==> config.mk <==
export PLATFORM = sky130hd
export DESIGN_NAME = alu_arbiter
export DESIGN_NICKNAME = d
export VERILOG_FILES = /design/src/rtl/alu_arbiter.sv
export SDC_FILE = /design/constraint.sdc
export NUM_CORES = 1
export LEC_CHECK = 0
export ABC_CLOCK_PERIOD_IN_PS = 2100
export BUFFER_PORTS_ARGS = -buffer_cell sky130_fd_sc_hd__buf_4
export CAP_MARGIN = 20
export CELL_PAD_IN_SITES_DETAIL_PLACEMENT = 0
export CELL_PAD_IN_SITES_GLOBAL_PLACEMENT = 2
export CORE_UTILIZATION = 29
export CTS_CLUSTER_DIAMETER = 40
export DETAILED_ROUTE_END_ITERATION = 8
export PLACE_DENSITY_LB_ADDON = 0.08
export SLEW_MARGIN = 15
export SYNTH_ARGS = -nofsm -noshare
export SYNTH_HDL_FRONTEND = slang
export SYNTH_SLANG_ARGS = --single-unit
==> constraint.sdc <==
create_clock -name clk -period 2.1 [get_ports clk]
set_input_delay 0.105 -clock clk [delete_from_list [all_inputs] [get_ports clk]]
set_output_delay 0.105 -clock clk [all_outputs]
set_load 0.02 [all_outputs]
==> src/rtl/alu_arbiter.sv <==
// Round-robin arbiter that shares one simple_alu between two requesters.
// The winner's parallel operation is serialized onto the ALU's 4-cycle opcode_valid protocol.
module alu_arbiter #(
  parameter int DATA_WIDTH = 8,
  parameter int TIMEOUT    = 8
) (
  input  logic                  clk,
  input  logic                  reset,
  input  logic [1:0]            req,
  input  logic [1:0]            op0,
  input  logic [DATA_WIDTH-1:0] a0,
  input  logic [DATA_WIDTH-1:0] b0,
  input  logic [1:0]            op1,
  input  logic [DATA_WIDTH-1:0] a1,
  input  logic [DATA_WIDTH-1:0] b1,
  output logic [1:0]            gnt,
  output logic [1:0]            rsp_valid,
  output logic [DATA_WIDTH-1:0] rsp_result,
  output logic                  rsp_overflow,
  output logic                  rsp_timeout,
  output logic                  busy,
  output logic                  opcode_valid,
  output logic                  opcode,
  output logic [DATA_WIDTH-1:0] data,
  input  logic                  done,
  input  logic                  overflow,
  input  logic [DATA_WIDTH-1:0] result,
  output logic [1:0]            state_dbg
);

  typedef enum logic [1:0] {IDLE, ISSUE, WAIT, RESP} state_t;

  localparam logic [7:0] WAIT_LAST = 8'(TIMEOUT - 1);

  state_t                state_q, state_d;
  logic [1:0]            issue_cnt_q, issue_cnt_d;
  logic [7:0]            wait_cnt_q, wait_cnt_d;
  logic                  last_q, last_d;
  logic                  win_q, win_d;
  logic [1:0]            op_q, op_d;
  logic [DATA_WIDTH-1:0] a_q, a_d, b_q, b_d;
  logic [1:0]            gnt_q, gnt_d;
  logic [1:0]            rsp_valid_q, rsp_valid_d;
  logic [DATA_WIDTH-1:0] rsp_result_q, rsp_result_d;
  logic                  rsp_overflow_q, rsp_overflow_d;
  logic                  rsp_timeout_q, rsp_timeout_d;
  logic                  busy_q, busy_d;
  logic                  opv_q, opv_d;
  logic                  opc_q, opc_d;
  logic [DATA_WIDTH-1:0] data_q, data_d;
  logic                  win_sel;

  // Handshake: a requester holds req[i] and its operands stable until gnt[i]
  // pulses; operands are captured on that edge. rsp_valid[i] pulses once per
  // grant, and req[i] still high afterwards counts as a fresh request.
  // On a tie the requester not granted last wins.
  assign win_sel = (req == 2'b11) ? ~last_q : req[1];

  always_comb begin
    state_d        = state_q;
    issue_cnt_d    = issue_cnt_q;
    wait_cnt_d     = wait_cnt_q;
    last_d         = last_q;
    win_d          = win_q;
    op_d           = op_q;
    a_d            = a_q;
    b_d            = b_q;
    gnt_d          = 2'b00;
    rsp_valid_d    = 2'b00;
    rsp_result_d   = rsp_result_q;
    rsp_overflow_d = rsp_overflow_q;
    rsp_timeout_d  = rsp_timeout_q;
    opv_d          = 1'b0;
    opc_d          = 1'b0;
    data_d         = '0;

    unique case (state_q)
      IDLE: begin
        if (|req) begin
          win_d       = win_sel;
          last_d      = win_sel;
          op_d        = win_sel ? op1 : op0;
          a_d         = win_sel ? a1 : a0;
          b_d         = win_sel ? b1 : b0;
          gnt_d       = win_sel ? 2'b10 : 2'b01;
          opv_d       = 1'b1;
          data_d      = win_sel ? a1 : a0;
          opc_d       = win_sel ? op1[0] : op0[0];
          issue_cnt_d = 2'd0;
          state_d     = ISSUE;
        end
      end
      ISSUE: begin
        issue_cnt_d = issue_cnt_q + 2'd1;
        if (issue_cnt_q == 2'd3) begin
          wait_cnt_d = 8'd0;
          state_d    = WAIT;
        end else begin
          // Outputs are registered, so this selects the beat for issue_cnt+1.
          opv_d  = 1'b1;
          data_d = (issue_cnt_q == 2'd0) ? a_q : b_q;
          opc_d  = (issue_cnt_q == 2'd0) ? op_q[0] : op_q[1];
        end
      end
      WAIT: begin
        if (done) begin
          rsp_result_d   = result;
          rsp_overflow_d = overflow;
          rsp_timeout_d  = 1'b0;
          rsp_valid_d    = win_q ? 2'b10 : 2'b01;
          state_d        = RESP;
        end else if (wait_cnt_q == WAIT_LAST) begin
          rsp_result_d   = '0;
          rsp_overflow_d = 1'b0;
          rsp_timeout_d  = 1'b1;
          rsp_valid_d    = win_q ? 2'b10 : 2'b01;
          state_d        = RESP;
        end else begin
          wait_cnt_d = wait_cnt_q + 8'd1;
        end
      end
      RESP: begin
        state_d = IDLE;
      end
      default: begin
        state_d = IDLE;
      end
    endcase

    busy_d = (state_d != IDLE);
  end

  always_ff @(posedge clk) begin
    if (reset) begin
      state_q        <= IDLE;
      issue_cnt_q    <= 2'd0;
      wait_cnt_q     <= 8'd0;
      last_q         <= 1'b1;
      win_q          <= 1'b0;
      op_q           <= 2'b00;
      a_q            <= '0;
      b_q            <= '0;
      gnt_q          <= 2'b00;
      rsp_valid_q    <= 2'b00;
      rsp_result_q   <= '0;
      rsp_overflow_q <= 1'b0;
      rsp_timeout_q  <= 1'b0;
      busy_q         <= 1'b0;
      opv_q          <= 1'b0;
      opc_q          <= 1'b0;
      data_q         <= '0;
    end else begin
      state_q        <= state_d;
      issue_cnt_q    <= issue_cnt_d;
      wait_cnt_q     <= wait_cnt_d;
      last_q         <= last_d;
      win_q          <= win_d;
      op_q           <= op_d;
      a_q            <= a_d;
      b_q            <= b_d;
      gnt_q          <= gnt_d;
      rsp_valid_q    <= rsp_valid_d;
      rsp_result_q   <= rsp_result_d;
      rsp_overflow_q <= rsp_overflow_d;
      rsp_timeout_q  <= rsp_timeout_d;
      busy_q         <= busy_d;
      opv_q          <= opv_d;
      opc_q          <= opc_d;
      data_q         <= data_d;
    end
  end

  assign gnt          = gnt_q;
  assign rsp_valid    = rsp_valid_q;
  assign rsp_result   = rsp_result_q;
  assign rsp_overflow = rsp_overflow_q;
  assign rsp_timeout  = rsp_timeout_q;
  assign busy         = busy_q;
  assign opcode_valid = opv_q;
  assign opcode       = opc_q;
  assign data         = data_q;
  assign state_dbg    = state_q;

endmodule

==> tab_implementation.tex, run 1 <==
\begin{tabular}{lr}
\hline
Metric & Value \\
\hline
\multicolumn{2}{l}{\textbf{CTS}} \\
Clock root cell & sky130\_fd\_sc\_hd\_\_clkbuf\_8 \\
Post-cts resize count & 0 \\
Clock insertion delay at the later pin of the skew report & 0.34 ns \\
Buffer levels on the longest clock path & 2 \\
H-tree depth & 3 \\
Clock Pin Slew Worst Setup and Hold Paths & 0.07 ns \\
Clock tree from TritonCTS & yes \\
Clock tree sinks & 57 \\
Total CTS buffers & 9 \\
\multicolumn{2}{l}{\textbf{Routing}} \\
Iteration-0 DRC Markers & 85 \\
Drt via density & 4.71 \\
Wire length after detailed routing & 6.25 mm \\
Avg WL per Cell & 13.9 µm \\
DRC violations left & 0 \\
Number of vias after detailed routing & 2114 \\
Pre-Repair DR Iteration Count & 4 \\
Antenna-violating nets left & 0 \\
\multicolumn{2}{l}{\textbf{Setup path}} \\
Kind of cell with the highest combined delay on the critical path & simple AND/OR/NAND/NOR gates \\
CP Cell Sequence & or3b\_4 -> and2\_4 -> or4\_1 -> a21oi\_1 \\
Classification of the worst setup path & flip-flop to flip-flop \\
CP max-delay cell & sky130\_fd\_sc\_hd\_\_or3b\_4 \\
Worst path buffer plus inverter count & 0 \\
Setup crit end kind & flip-flop \\
Worst Reg2Reg Path Length in Cells & 4 \\
Launching element type of the critical path & flip-flop \\
Critical path data arrival time & 2.01 ns \\
Crit Path Max Fanout & 12 \\
Critical Path RT & 2.36 ns \\
Slack of the worst reg-to-reg path & 0.36 ns \\
CP max stage delay & 0.46 ns \\
Capture point of the worst reg-to-reg path & wait\_cnt\_q[3]\$\_SDFFE\_PP0P\_ \\
Origin of the critical flop-to-flop path & state\_dbg[0]\$\_SDFF\_PP0\_ \\
\multicolumn{2}{l}{\textbf{Final layout}} \\
Reg area & 1140 µm² \\
Final std cell area, no fill & 3350 µm² \\
Footprint of the multi-input gates & 1180 µm² \\
Most frequent cells in the layout & 83 x sky130\_fd\_sc\_hd\_\_buf\_4, 57 x sky130\_fd\_sc\_hd\_\_dfxtp\_1, 29 x sky130\_fd\_sc\_hd\_\_nor2\_1, 23 x sky130\_fd\_sc\_hd\_\_nand2\_1, 20 x sky130\_fd\_sc\_hd\_\_mux2i\_1 \\
Number of filler instances in the final layout & 774 \\
Final layout net count & 395 \\
Layout-stage area growth over the synthesis result & 38.6\% \\
Commonest non-fill, non-tap cell in the layout & sky130\_fd\_sc\_hd\_\_buf\_4 \\
Antenna diode instance count & 0 \\
Share of layout cells above drive strength 1 & 0.297 \\
\multicolumn{2}{l}{\textbf{Hold path}} \\
Worst min-delay path endpoint & rsp\_result[6]\$\_SDFFE\_PP0P\_ \\
Worst hold path startpoint & result[6] \\
Worst Hold Class & primary input to flip-flop \\
Instance count along the most critical hold path & 3 \\
\multicolumn{2}{l}{\textbf{Die}} \\
Boundary pin count & 77 \\
Cell Rows & 32 \\
Die Y-Extent & 93.3 µm \\
Core region area & 7890 µm² \\
Starting density of the core & 0.306 \\
Die span in x & 93.3 µm \\
DIE AREA & 8700 µm² \\
\multicolumn{2}{l}{\textbf{Timing}} \\
Count of endpoints failing hold in the final timing report & 0 \\
Setup\_tns & 0 ns \\
Unrepaired setup endpoints after global routing & false \\
Slew Limit Fails & 0 \\
Pin slew with the least headroom to its limit & 0.610 ns \\
Final worst clock skew & 0.00695 ns \\
Final-report setup violation count & 0 \\
Slew HR & 0.592 \\
Tmin final & 1.74 ns \\
Final period utilization & 0.830 \\
Highest achievable clock rate & 0.574 GHz \\
\multicolumn{2}{l}{\textbf{Status}} \\
Outcome & finished clean \\
\multicolumn{2}{l}{\textbf{Power}} \\
Proportion of power drawn by the clock network & 0.403 \\
P\_sw & 0.776 mW \\
Internal power summed over all cells & 2.12 mW \\
Total power density per cell area & 863 nW/µm² \\
Standby leakage power & 1.43 nW \\
Switching share of power & 0.268 \\
Sequential fraction of design power & 0.427 \\
Max IR drop VDD & 366 µV \\
Comb power frac & 0.171 \\
\multicolumn{2}{l}{\textbf{Synth}} \\
Fraction of registers with async set or reset after synthesis & 0 \\
Nets in the synthesized netlist & 316 \\
Number of enable flip-flop cells after synthesis & 0 \\
Post-synthesis register bit count & 57 \\
Synth Warn \# & 0 \\
Dominant synthesized flop cell & sky130\_fd\_sc\_hd\_\_dfxtp\_1 \\
Fraction of the yosys area taken by sequential cells & 0.472 \\
Synthesized instance count & 263 \\
Synth Cell Area & 2420 µm² \\
Avg Cell Area, Syn & 9.19 µm² \\
Count of different cell masters after synthesis & 39 \\
\multicolumn{2}{l}{\textbf{Flow run}} \\
Max-cap violations & 0 \\
\multicolumn{2}{l}{\textbf{Placement}} \\
RePlAce Congestion & 0.709 \\
Placement-stage cell area & 3080 µm² \\
Number of port buffers & 76 \\
Post-DP HPWL & 4.25 mm \\
\multicolumn{2}{l}{\textbf{Global route}} \\
Vias in the first global route & 2107 \\
Global-route wire length before repair & 10.2 mm \\
Largest net degree at the start of global routing & 28 \\
Total congestion overflow after global routing & 0 \\
Antenna violations before repair & 0 \\
Global routing usage summed across all routing layers & 0.154 \\
\hline
\end{tabular}
[per-layer routing]
layer,part of all wire,GRT usage,up-vias
li1,-,-,1092
met1,0.51,0.209,964
met2,0.43,0.229,54
met3,0.053,0.0585,4
met4,0.0064,0.0410,0
met5,0,0,-
[cells by family (layout without fill, tap and decap cells)]
kind of cell,after synthesis,count (layout),synth area share
muxes,20,20,0.0828
and+or+nand+nor,100,100,0.210
xor gates and xnor gates,3,3,0.0109
AOI/OAI and AO/OA,58,58,0.166
DFF,57,57,0.472
adders and majority gates,3,3,0.0155
buffers and inverters,22,106,0.0424
[power by group through the flow]
stage / Combinational [mW] / Clock (mW) / Sequential, mW
detailed placement: 0.493 / 0 / 1.26
global placement: 0.493 / 0 / 1.26
CTS: 0.501 / 1.20 / 1.23
floorplan: 0.271 / 0 / 1.27
global route: 0.543 / 1.25 / 1.24
finish: 0.493 / 1.16 / 1.23
[stage by stage]
| stage | util | setup slack (ns) | instances | hold WS [ns] | power (mW) |
|---|---|---|---|---|---|
| floorplan | - | 0.156 | 263 | 0.268 | 1.54 |
| global placement | 0.391 | 0.382 | 429 | 0.352 | 1.75 |
| detailed placement | 0.391 | 0.370 | 429 | 0.362 | 1.75 |
| CTS | 0.425 | 0.344 | 449 | 0.00451 | 2.93 |
| global route | 0.425 | 0.216 | 449 | 0.0147 | 3.04 |
| finish | 0.425 | 0.357 | 449 | 0.0215 | 2.89 |
[sequential cells by signal, summed over array words and instances (netlist names)]
register,count
a_q,8
b_q,8
busy,1
data,8
gnt,2
issue_cnt_q,2
last_q,1
op_q,2
opcode,1
opcode_valid,1
rsp_overflow,1
rsp_result,8
rsp_timeout,1
rsp_valid,2
state_dbg,2
wait_cnt_q,8
win_q,1
[worst min-delay path, cell delays in order]
cell                      delay, ns
sky130_fd_sc_hd__buf_4         0.08
sky130_fd_sc_hd__a22oi_1       0.06
sky130_fd_sc_hd__nor2_1        0.07
[area by class of cell]
type | count | area share
clock inverter | 6 | 0.0273
timing repair buffer | 87 | 0.198
clock buffer | 10 | 0.0411
tap | 102 | 0.0381
multi-input combinational | 184 | 0.352
sequential | 57 | 0.341
inverter | 3 | 0.00336
[worst max-delay path by stage]
stage	start	to	slack, ns	cells after the start
4_1_cts	state_dbg[0]$_SDFF_PP0_	wait_cnt_q[3]$_SDFFE_PP0P_	0.34	4
3_3_place_gp	state_dbg[0]$_SDFF_PP0_	wait_cnt_q[3]$_SDFFE_PP0P_	0.38	4
2_1_floorplan	state_dbg[1]$_SDFF_PP0_	wait_cnt_q[3]$_SDFFE_PP0P_	0.16	6
5_1_grt	wait_cnt_q[0]$_SDFFE_PP0P_	wait_cnt_q[2]$_SDFFE_PP0P_	0.22	5
3_5_place_dp	state_dbg[0]$_SDFF_PP0_	wait_cnt_q[3]$_SDFFE_PP0P_	0.37	4
6_report	state_dbg[0]$_SDFF_PP0_	wait_cnt_q[3]$_SDFFE_PP0P_	0.36	4
[cells in the mapped netlist, drive strengths merged (3+ instances only)]
cell	instances	share of area
dfxtp	57	0.47
nor2	29	0.045
nand2	23	0.036
mux2i	20	0.083
clkbuf	14	0.022
a211oi	11	0.034
nand2b	11	0.028
and2	10	0.027
a21oi	9	0.019
a22oi	9	0.028
o22ai	9	0.023
a32oi	7	0.025
or3	6	0.016
buf	5	0.016
nand3	5	0.010
nor3	5	0.012
o21ai	5	0.010
ha	3	0.016
inv	3	0.0047
xnor2	3	0.011
[what timing repair did]
item                      in CTS  in global routing
buffers inserted               0                  0
hold endpoints to repair       4                  0
hold buffers                   4                  0
No activity file was read; power rests on OpenSTA's default activity.
==> run 2: changes to the inputs <==
--- a/config.mk
+++ b/config.mk
@@ -5,7 +5,8 @@
 export SDC_FILE = /design/constraint.sdc
 export NUM_CORES = 1
 export LEC_CHECK = 0
-export ABC_CLOCK_PERIOD_IN_PS = 2100
+export ABC_AREA = 1
+export ABC_CLOCK_PERIOD_IN_PS = 1800
 export BUFFER_PORTS_ARGS = -buffer_cell sky130_fd_sc_hd__buf_4
 export CAP_MARGIN = 20
 export CELL_PAD_IN_SITES_DETAIL_PLACEMENT = 0
==> constraint.sdc (replaced) <==
create_clock -name clk -period 1.8 [get_ports clk]
set_input_delay 0.09 -clock clk [delete_from_list [all_inputs] [get_ports clk]]
set_output_delay 0.09 -clock clk [all_outputs]
set_load 0.02 [all_outputs]
==> tab_implementation.tex, run 2 <==
\begin{tabular}{lr}
\hline
Metric & Value \\
\hline
\multicolumn{2}{l}{\textbf{Placement}} \\
RePlAce Congestion & 0.817 \\
DP Cell Count & 494 \\
Post-DP HPWL & 4.69 mm \\
Number of port buffers & 76 \\
\multicolumn{2}{l}{\textbf{Timing}} \\
Final-report setup violation count & 0 \\
Tmin final & 1.47 ns \\
Slew Limit Fails & 0 \\
Final worst clock skew & 0.00988 ns \\
Pin slew with the least headroom to its limit & 0.335 ns \\
Setup\_tns & 0 ns \\
Unrepaired setup endpoints after global routing & false \\
Highest achievable clock rate & 0.679 GHz \\
Final period utilization & 0.818 \\
Count of endpoints failing hold in the final timing report & 0 \\
Slew HR & 0.776 \\
\multicolumn{2}{l}{\textbf{Die}} \\
Die Y-Extent & 96.2 µm \\
Core region area & 8380 µm² \\
DIE AREA & 9250 µm² \\
Die span in x & 96.2 µm \\
Starting density of the core & 0.307 \\
Cell Rows & 33 \\
Boundary pin count & 77 \\
\multicolumn{2}{l}{\textbf{CTS}} \\
Clock tree sinks & 57 \\
Clock Pin Slew Worst Setup and Hold Paths & 0.07 ns \\
Total CTS buffers & 9 \\
Buffer levels on the longest clock path & 2 \\
Post-cts resize count & 0 \\
Post-CTS setup-driven buffer insertion count & 0 \\
Post-cts hold buffer count & 4 \\
H-tree depth & 3 \\
Clock insertion delay at the later pin of the skew report & 0.34 ns \\
Clock tree from TritonCTS & yes \\
Clock root cell & sky130\_fd\_sc\_hd\_\_clkbuf\_8 \\
\multicolumn{2}{l}{\textbf{Final layout}} \\
Final cell count without fillers & 513 \\
Number of filler instances in the final layout & 908 \\
Share of layout cells above drive strength 1 & 0.343 \\
Commonest non-fill, non-tap cell in the layout & sky130\_fd\_sc\_hd\_\_buf\_4 \\
Final layout net count & 457 \\
Layout-stage area growth over the synthesis result & 35.9\% \\
Antenna diode instance count & 0 \\
Most frequent cells in the layout & 81 x sky130\_fd\_sc\_hd\_\_buf\_4, 72 x sky130\_fd\_sc\_hd\_\_nand2\_1, 57 x sky130\_fd\_sc\_hd\_\_dfxtp\_1, 28 x sky130\_fd\_sc\_hd\_\_a21oi\_1, 26 x sky130\_fd\_sc\_hd\_\_nand3\_1 \\
\multicolumn{2}{l}{\textbf{Global route}} \\
Vias in the first global route & 2279 \\
Antenna violations before repair & 0 \\
Largest net degree at the start of global routing & 27 \\
Total congestion overflow after global routing & 0 \\
Global-route wire length before repair & 11.2 mm \\
Global routing usage summed across all routing layers & 0.162 \\
\multicolumn{2}{l}{\textbf{Status}} \\
Outcome & finished clean \\
\multicolumn{2}{l}{\textbf{Setup path}} \\
Critical path data arrival time & 1.69 ns \\
Worst Reg2Reg Path Length in Cells & 8 \\
Launching element type of the critical path & flip-flop \\
Crit Path Max Fanout & 19 \\
Classification of the worst setup path & flip-flop to flip-flop \\
Setup crit end kind & flip-flop \\
Critical Path RT & 2.02 ns \\
\multicolumn{2}{l}{\textbf{Routing}} \\
Antenna-violating nets left & 0 \\
Number of vias after detailed routing & 2319 \\
DRC violations left & 0 \\
Pre-Repair DR Iteration Count & 5 \\
Drt via density & 4.52 \\
Wire length after detailed routing & 6.75 mm \\
Avg WL per Cell & 13.2 µm \\
Iteration-0 DRC Markers & 47 \\
\multicolumn{2}{l}{\textbf{Synth}} \\
Avg Cell Area, Syn & 8.04 µm² \\
Post-synthesis register bit count & 57 \\
Fraction of the yosys area taken by sequential cells & 0.444 \\
Synth Warn \# & 0 \\
Area share of the largest cell type after synthesis & 0.444 \\
Dominant synthesized flop cell & sky130\_fd\_sc\_hd\_\_dfxtp\_1 \\
Nets in the synthesized netlist & 373 \\
Number of enable flip-flop cells after synthesis & 0 \\
Cell type with the highest aggregate area in the netlist & sky130\_fd\_sc\_hd\_\_dfxtp\_1 \\
Synthesized instance count & 320 \\
Most used standard cell by instance count after synthesis & sky130\_fd\_sc\_hd\_\_nand2\_1 \\
Top area cells in the synthesized netlist & sky130\_fd\_sc\_hd\_\_dfxtp\_1 44\%, sky130\_fd\_sc\_hd\_\_nand2\_1 11\%, sky130\_fd\_sc\_hd\_\_a21oi\_1 5.5\% \\
Leading post-synthesis cells by instance count & 72 x sky130\_fd\_sc\_hd\_\_nand2\_1, 57 x sky130\_fd\_sc\_hd\_\_dfxtp\_1, 28 x sky130\_fd\_sc\_hd\_\_a21oi\_1 \\
Fraction of registers with async set or reset after synthesis & 0 \\
Count of different cell masters after synthesis & 36 \\
Synth Cell Area & 2570 µm² \\
\multicolumn{2}{l}{\textbf{Hold path}} \\
Worst Hold Class & primary input to flip-flop \\
Instance count along the most critical hold path & 3 \\
\multicolumn{2}{l}{\textbf{Power}} \\
Total power density per cell area & 938 nW/µm² \\
Total power draw & 3.28 mW \\
Max IR drop VDD & 372 µV \\
Standby leakage power & 1.56 nW \\
\multicolumn{2}{l}{\textbf{Flow run}} \\
Max-cap violations & 0 \\
\hline
\end{tabular}
-- run 2: through the flow --
stage / hold WS [ns] / worst slack [ns] / utilization / instance area, µm²
floorplan: 0.220 / 0.483 / - / 2570
global placement: 0.313 / 0.352 / 0.385 / 3230
detailed placement: 0.317 / 0.318 / 0.385 / 3230
CTS: 0.00290 / 0.301 / 0.417 / 3490
global route: 0.00310 / 0.151 / 0.417 / 3490
finish: 0.0123 / 0.328 / 0.417 / 3490
-- run 2: final cells by class --
cell class	instances	area [µm²]	share of cell area
sequential	57	1140	0.327
multi-input combinational	219	1220	0.348
timing repair buffer	85	648	0.185
clock buffer	13	169	0.0483
tap	105	131	0.0376
clock inverter	2	60.1	0.0172
inverter	32	128	0.0365
-- run 2: where the power goes --
| group | total (mW) | internal, mW | switching, mW |
|---|---|---|---|
| logic | 0.494 | 0.231 | 0.263 |
| clock network | 1.40 | 0.887 | 0.514 |
| registers | 1.38 | 1.34 | 0.0381 |
-- run 2: path summary, 6_finish.rpt --
kind                              start                          to  slack, ns
min reg2reg          win_q$_SDFFE_PP0P_     rsp_valid[0]$_SDFF_PP0_       0.43
min                           result[2]  rsp_result[2]$_SDFFE_PP0P_       0.01
max reg2reg  wait_cnt_q[0]$_SDFFE_PP0P_  wait_cnt_q[5]$_SDFFE_PP0P_       0.33
max          wait_cnt_q[0]$_SDFFE_PP0P_  wait_cnt_q[5]$_SDFFE_PP0P_       0.33
-- run 2: worst max-delay path: stages, from the launching register on --
cell and delay, ns:
sky130_fd_sc_hd__dfxtp_1 0.37, sky130_fd_sc_hd__ha_1 0.22, sky130_fd_sc_hd__nand3_2 0.09, sky130_fd_sc_hd__nor2_2 0.18, sky130_fd_sc_hd__nand2_4 0.18, sky130_fd_sc_hd__nand2_4 0.14
sky130_fd_sc_hd__nor2_1 0.06, sky130_fd_sc_hd__nor2_1 0.08, sky130_fd_sc_hd__nor2_1 0.04
-- run 2: layer usage --
| layer | part of all wire | GRT usage | vias to the layer above |
|---|---|---|---|
| li1 | - | - | 1225 |
| met1 | 0.52 | 0.224 | 1024 |
| met2 | 0.41 | 0.239 | 62 |
| met3 | 0.051 | 0.0434 | 8 |
| met4 | 0.012 | 0.0597 | 0 |
| met5 | 0 | 0 | - |
-- run 2: cell families after synthesis --
kind of cell,count (synthesis),share of synthesized area
adders and majority gates,3,0.0146
and+or+nand+nor,144,0.258
DFF,57,0.444
buffers and inverters,44,0.0827
AOI/OAI and AO/OA,65,0.170
muxes,7,0.0307
==> run 3: changes to the inputs <==
--- a/config.mk
+++ b/config.mk
@@ -6,7 +6,7 @@
 export NUM_CORES = 1
 export LEC_CHECK = 0
 export ABC_AREA = 1
-export ABC_CLOCK_PERIOD_IN_PS = 1800
+export ABC_CLOCK_PERIOD_IN_PS = 1400
 export BUFFER_PORTS_ARGS = -buffer_cell sky130_fd_sc_hd__buf_4
 export CAP_MARGIN = 20
 export CELL_PAD_IN_SITES_DETAIL_PLACEMENT = 0
==> constraint.sdc (replaced) <==
create_clock -name clk -period 1.4 [get_ports clk]
set_input_delay 0.07 -clock clk [delete_from_list [all_inputs] [get_ports clk]]
set_output_delay 0.07 -clock clk [all_outputs]
set_load 0.02 [all_outputs]
==> tab_implementation.tex, run 3 (synthesis results as in run 2) <==
\begin{tabular}{lr}
\hline
Metric & Value \\
\hline
\multicolumn{2}{l}{\textbf{Setup path}} \\
Worst Reg2Reg Path Length in Cells & 8 \\
Critical Path RT & 1.62 ns \\
CP max-delay cell & sky130\_fd\_sc\_hd\_\_dfxtp\_1 \\
Classification of the worst setup path & flip-flop to flip-flop \\
CP Cell Sequence & inv\_2 -> nand2\_4 -> inv\_2 -> nand2\_4 -> nand2\_1 -> nand2\_2 -> nand2\_1 -> or2\_1 \\
Crit Path Max Fanout & 9 \\
Critical path data arrival time & 1.54 ns \\
Launching element type of the critical path & flip-flop \\
Setup crit end kind & flip-flop \\
CP max stage delay & 0.37 ns \\
\multicolumn{2}{l}{\textbf{Die}} \\
Core region area & 8380 µm² \\
Die span in x & 96.2 µm \\
Cell Rows & 33 \\
Die Y-Extent & 96.2 µm \\
DIE AREA & 9250 µm² \\
Boundary pin count & 77 \\
Starting density of the core & 0.307 \\
\multicolumn{2}{l}{\textbf{Final layout}} \\
Number of filler instances in the final layout & 894 \\
Footprint of the multi-input gates & 1250 µm² \\
Most frequent cells in the layout & 91 x sky130\_fd\_sc\_hd\_\_buf\_4, 71 x sky130\_fd\_sc\_hd\_\_nand2\_1, 52 x sky130\_fd\_sc\_hd\_\_dfxtp\_1, 28 x sky130\_fd\_sc\_hd\_\_a21oi\_1, 25 x sky130\_fd\_sc\_hd\_\_inv\_1 \\
Final layout net count & 481 \\
Share of layout cells above drive strength 1 & 0.388 \\
Layout-stage area growth over the synthesis result & 45.7\% \\
Final cell count without fillers & 538 \\
Post-layout utilization of the core & 0.447 \\
Antenna diode instance count & 0 \\
Commonest non-fill, non-tap cell in the layout & sky130\_fd\_sc\_hd\_\_buf\_4 \\
Reg area & 1150 µm² \\
\multicolumn{2}{l}{\textbf{Timing}} \\
Final period utilization & 0.943 \\
Highest achievable clock rate & 0.757 GHz \\
Unrepaired setup endpoints after global routing & true \\
Slew Limit Fails & 0 \\
Final-report setup violation count & 0 \\
Slew HR & 0.765 \\
Pin slew with the least headroom to its limit & 0.351 ns \\
Fin worst setup slack & 0.0795 ns \\
Final worst clock skew & 0.0124 ns \\
Final worst hold slack & 0.0373 ns \\
Tmin final & 1.32 ns \\
Count of endpoints failing hold in the final timing report & 0 \\
\multicolumn{2}{l}{\textbf{Routing}} \\
Antenna-violating nets left & 0 \\
Drt via density & 4.46 \\
Iteration-0 DRC Markers & 64 \\
Avg WL per Cell & 12.6 µm \\
Pre-Repair DR Iteration Count & 4 \\
Number of vias after detailed routing & 2397 \\
DRC violations left & 0 \\
Wire length after detailed routing & 6.79 mm \\
\multicolumn{2}{l}{\textbf{Global route}} \\
Antenna violations before repair & 0 \\
Global-route wire length before repair & 11.5 mm \\
Global routing usage summed across all routing layers & 0.165 \\
Total congestion overflow after global routing & 0 \\
Largest net degree at the start of global routing & 26 \\
Vias in the first global route & 2363 \\
\multicolumn{2}{l}{\textbf{Status}} \\
Outcome & finished clean \\
\multicolumn{2}{l}{\textbf{Hold path}} \\
Instance count along the most critical hold path & 3 \\
Worst Hold Class & primary input to flip-flop \\
\multicolumn{2}{l}{\textbf{Flow run}} \\
Max-cap violations & 0 \\
\multicolumn{2}{l}{\textbf{CTS}} \\
Total CTS buffers & 9 \\
Clock tree from TritonCTS & yes \\
Clock tree sinks & 57 \\
Clock insertion delay at the later pin of the skew report & 0.34 ns \\
H-tree depth & 3 \\
Clock root cell & sky130\_fd\_sc\_hd\_\_clkbuf\_8 \\
Clock Pin Slew Worst Setup and Hold Paths & 0.07 ns \\
Buffer levels on the longest clock path & 2 \\
\multicolumn{2}{l}{\textbf{Placement}} \\
Number of port buffers & 76 \\
Post-DP HPWL & 4.84 mm \\
Setup slack at placement & -0.0164 ns \\
DP Cell Count & 506 \\
RePlAce Congestion & 0.788 \\
\multicolumn{2}{l}{\textbf{Power}} \\
Max IR drop VDD & 408 µV \\
Total power draw & 4.03 mW \\
Standby leakage power & 1.67 nW \\
Total power density per cell area & 1080 nW/µm² \\
\hline
\end{tabular}
## run 3: cell count changes in the layout (fill, tap and decap cells not counted), moves of 3 or more
cell and change:
sky130_fd_sc_hd__ha_2 +3, sky130_fd_sc_hd__dlygate4sd3_1 +10, sky130_fd_sc_hd__dfxtp_1 -5, sky130_fd_sc_hd__buf_4 +10, sky130_fd_sc_hd__dfxtp_2 +5, sky130_fd_sc_hd__ha_1 -3
## run 3: metal layers
metal  GRT usage  share of wire  up-vias
li1            -              -     1268
met1       0.220           0.50     1051
met2       0.256           0.44       70
met3      0.0340          0.051        8
met4      0.0672          0.013        0
met5           0              0        -
## run 3: stage by stage
| stage | setup TNS, ns | cell area [µm²] |
|---|---|---|
| 2_1_floorplan | 0 | 2570 |
| 6_report | 0 | 3750 |
| 3_5_place_dp | -0.0322 | 3340 |
| 3_3_place_gp | 0 | 3340 |
| 4_1_cts | 0 | 3680 |
| 5_1_grt | -0.115 | 3750 |
## run 3: repair_timing
action | CTS | global route
endpoints found under the setup margin | 3 | 25
setup buffers | 0 | 2
hold endpoints to repair | 15 | 0
pin swaps | 0 | 7
resized for setup | 1 | 19
hold buffers | 14 | 0
gates cloned | 0 | 0
## run 3: power by group
group          internal [mW]  switching, mW  leakage (nW)
Combinational          0.343          0.348          1.10
Sequential              1.73         0.0466         0.470
Clock                  0.865          0.699        0.0953
Total                   2.94           1.09          1.67
## run 3: critical path, delay by kind of cell (launching register included)
kind	cells	cell delay [ns]
buf+inv	2	0.16
simple gates	6	0.68
flops	1	0.37
## run 3: path summary, 6_finish.rpt
path,from,to,slack (ns)
min,a1[1],data[1]$_SDFF_PP0_,0.04
max reg2reg,state_dbg[0]$_SDFF_PP0_,busy$_SDFF_PP0_,0.08
min reg2reg,win_q$_SDFFE_PP0P_,rsp_valid[0]$_SDFF_PP0_,0.41
max,state_dbg[0]$_SDFF_PP0_,busy$_SDFF_PP0_,0.08
## run 3: final cells by class
class | count | area share
Tap cell | 105 | 0.0351
Multi-Input combinational cell | 219 | 0.334
Sequential cell | 57 | 0.306
Clock inverter | 5 | 0.0147
Clock buffer | 11 | 0.0377
Timing Repair Buffer | 109 | 0.236
Inverter | 32 | 0.0361
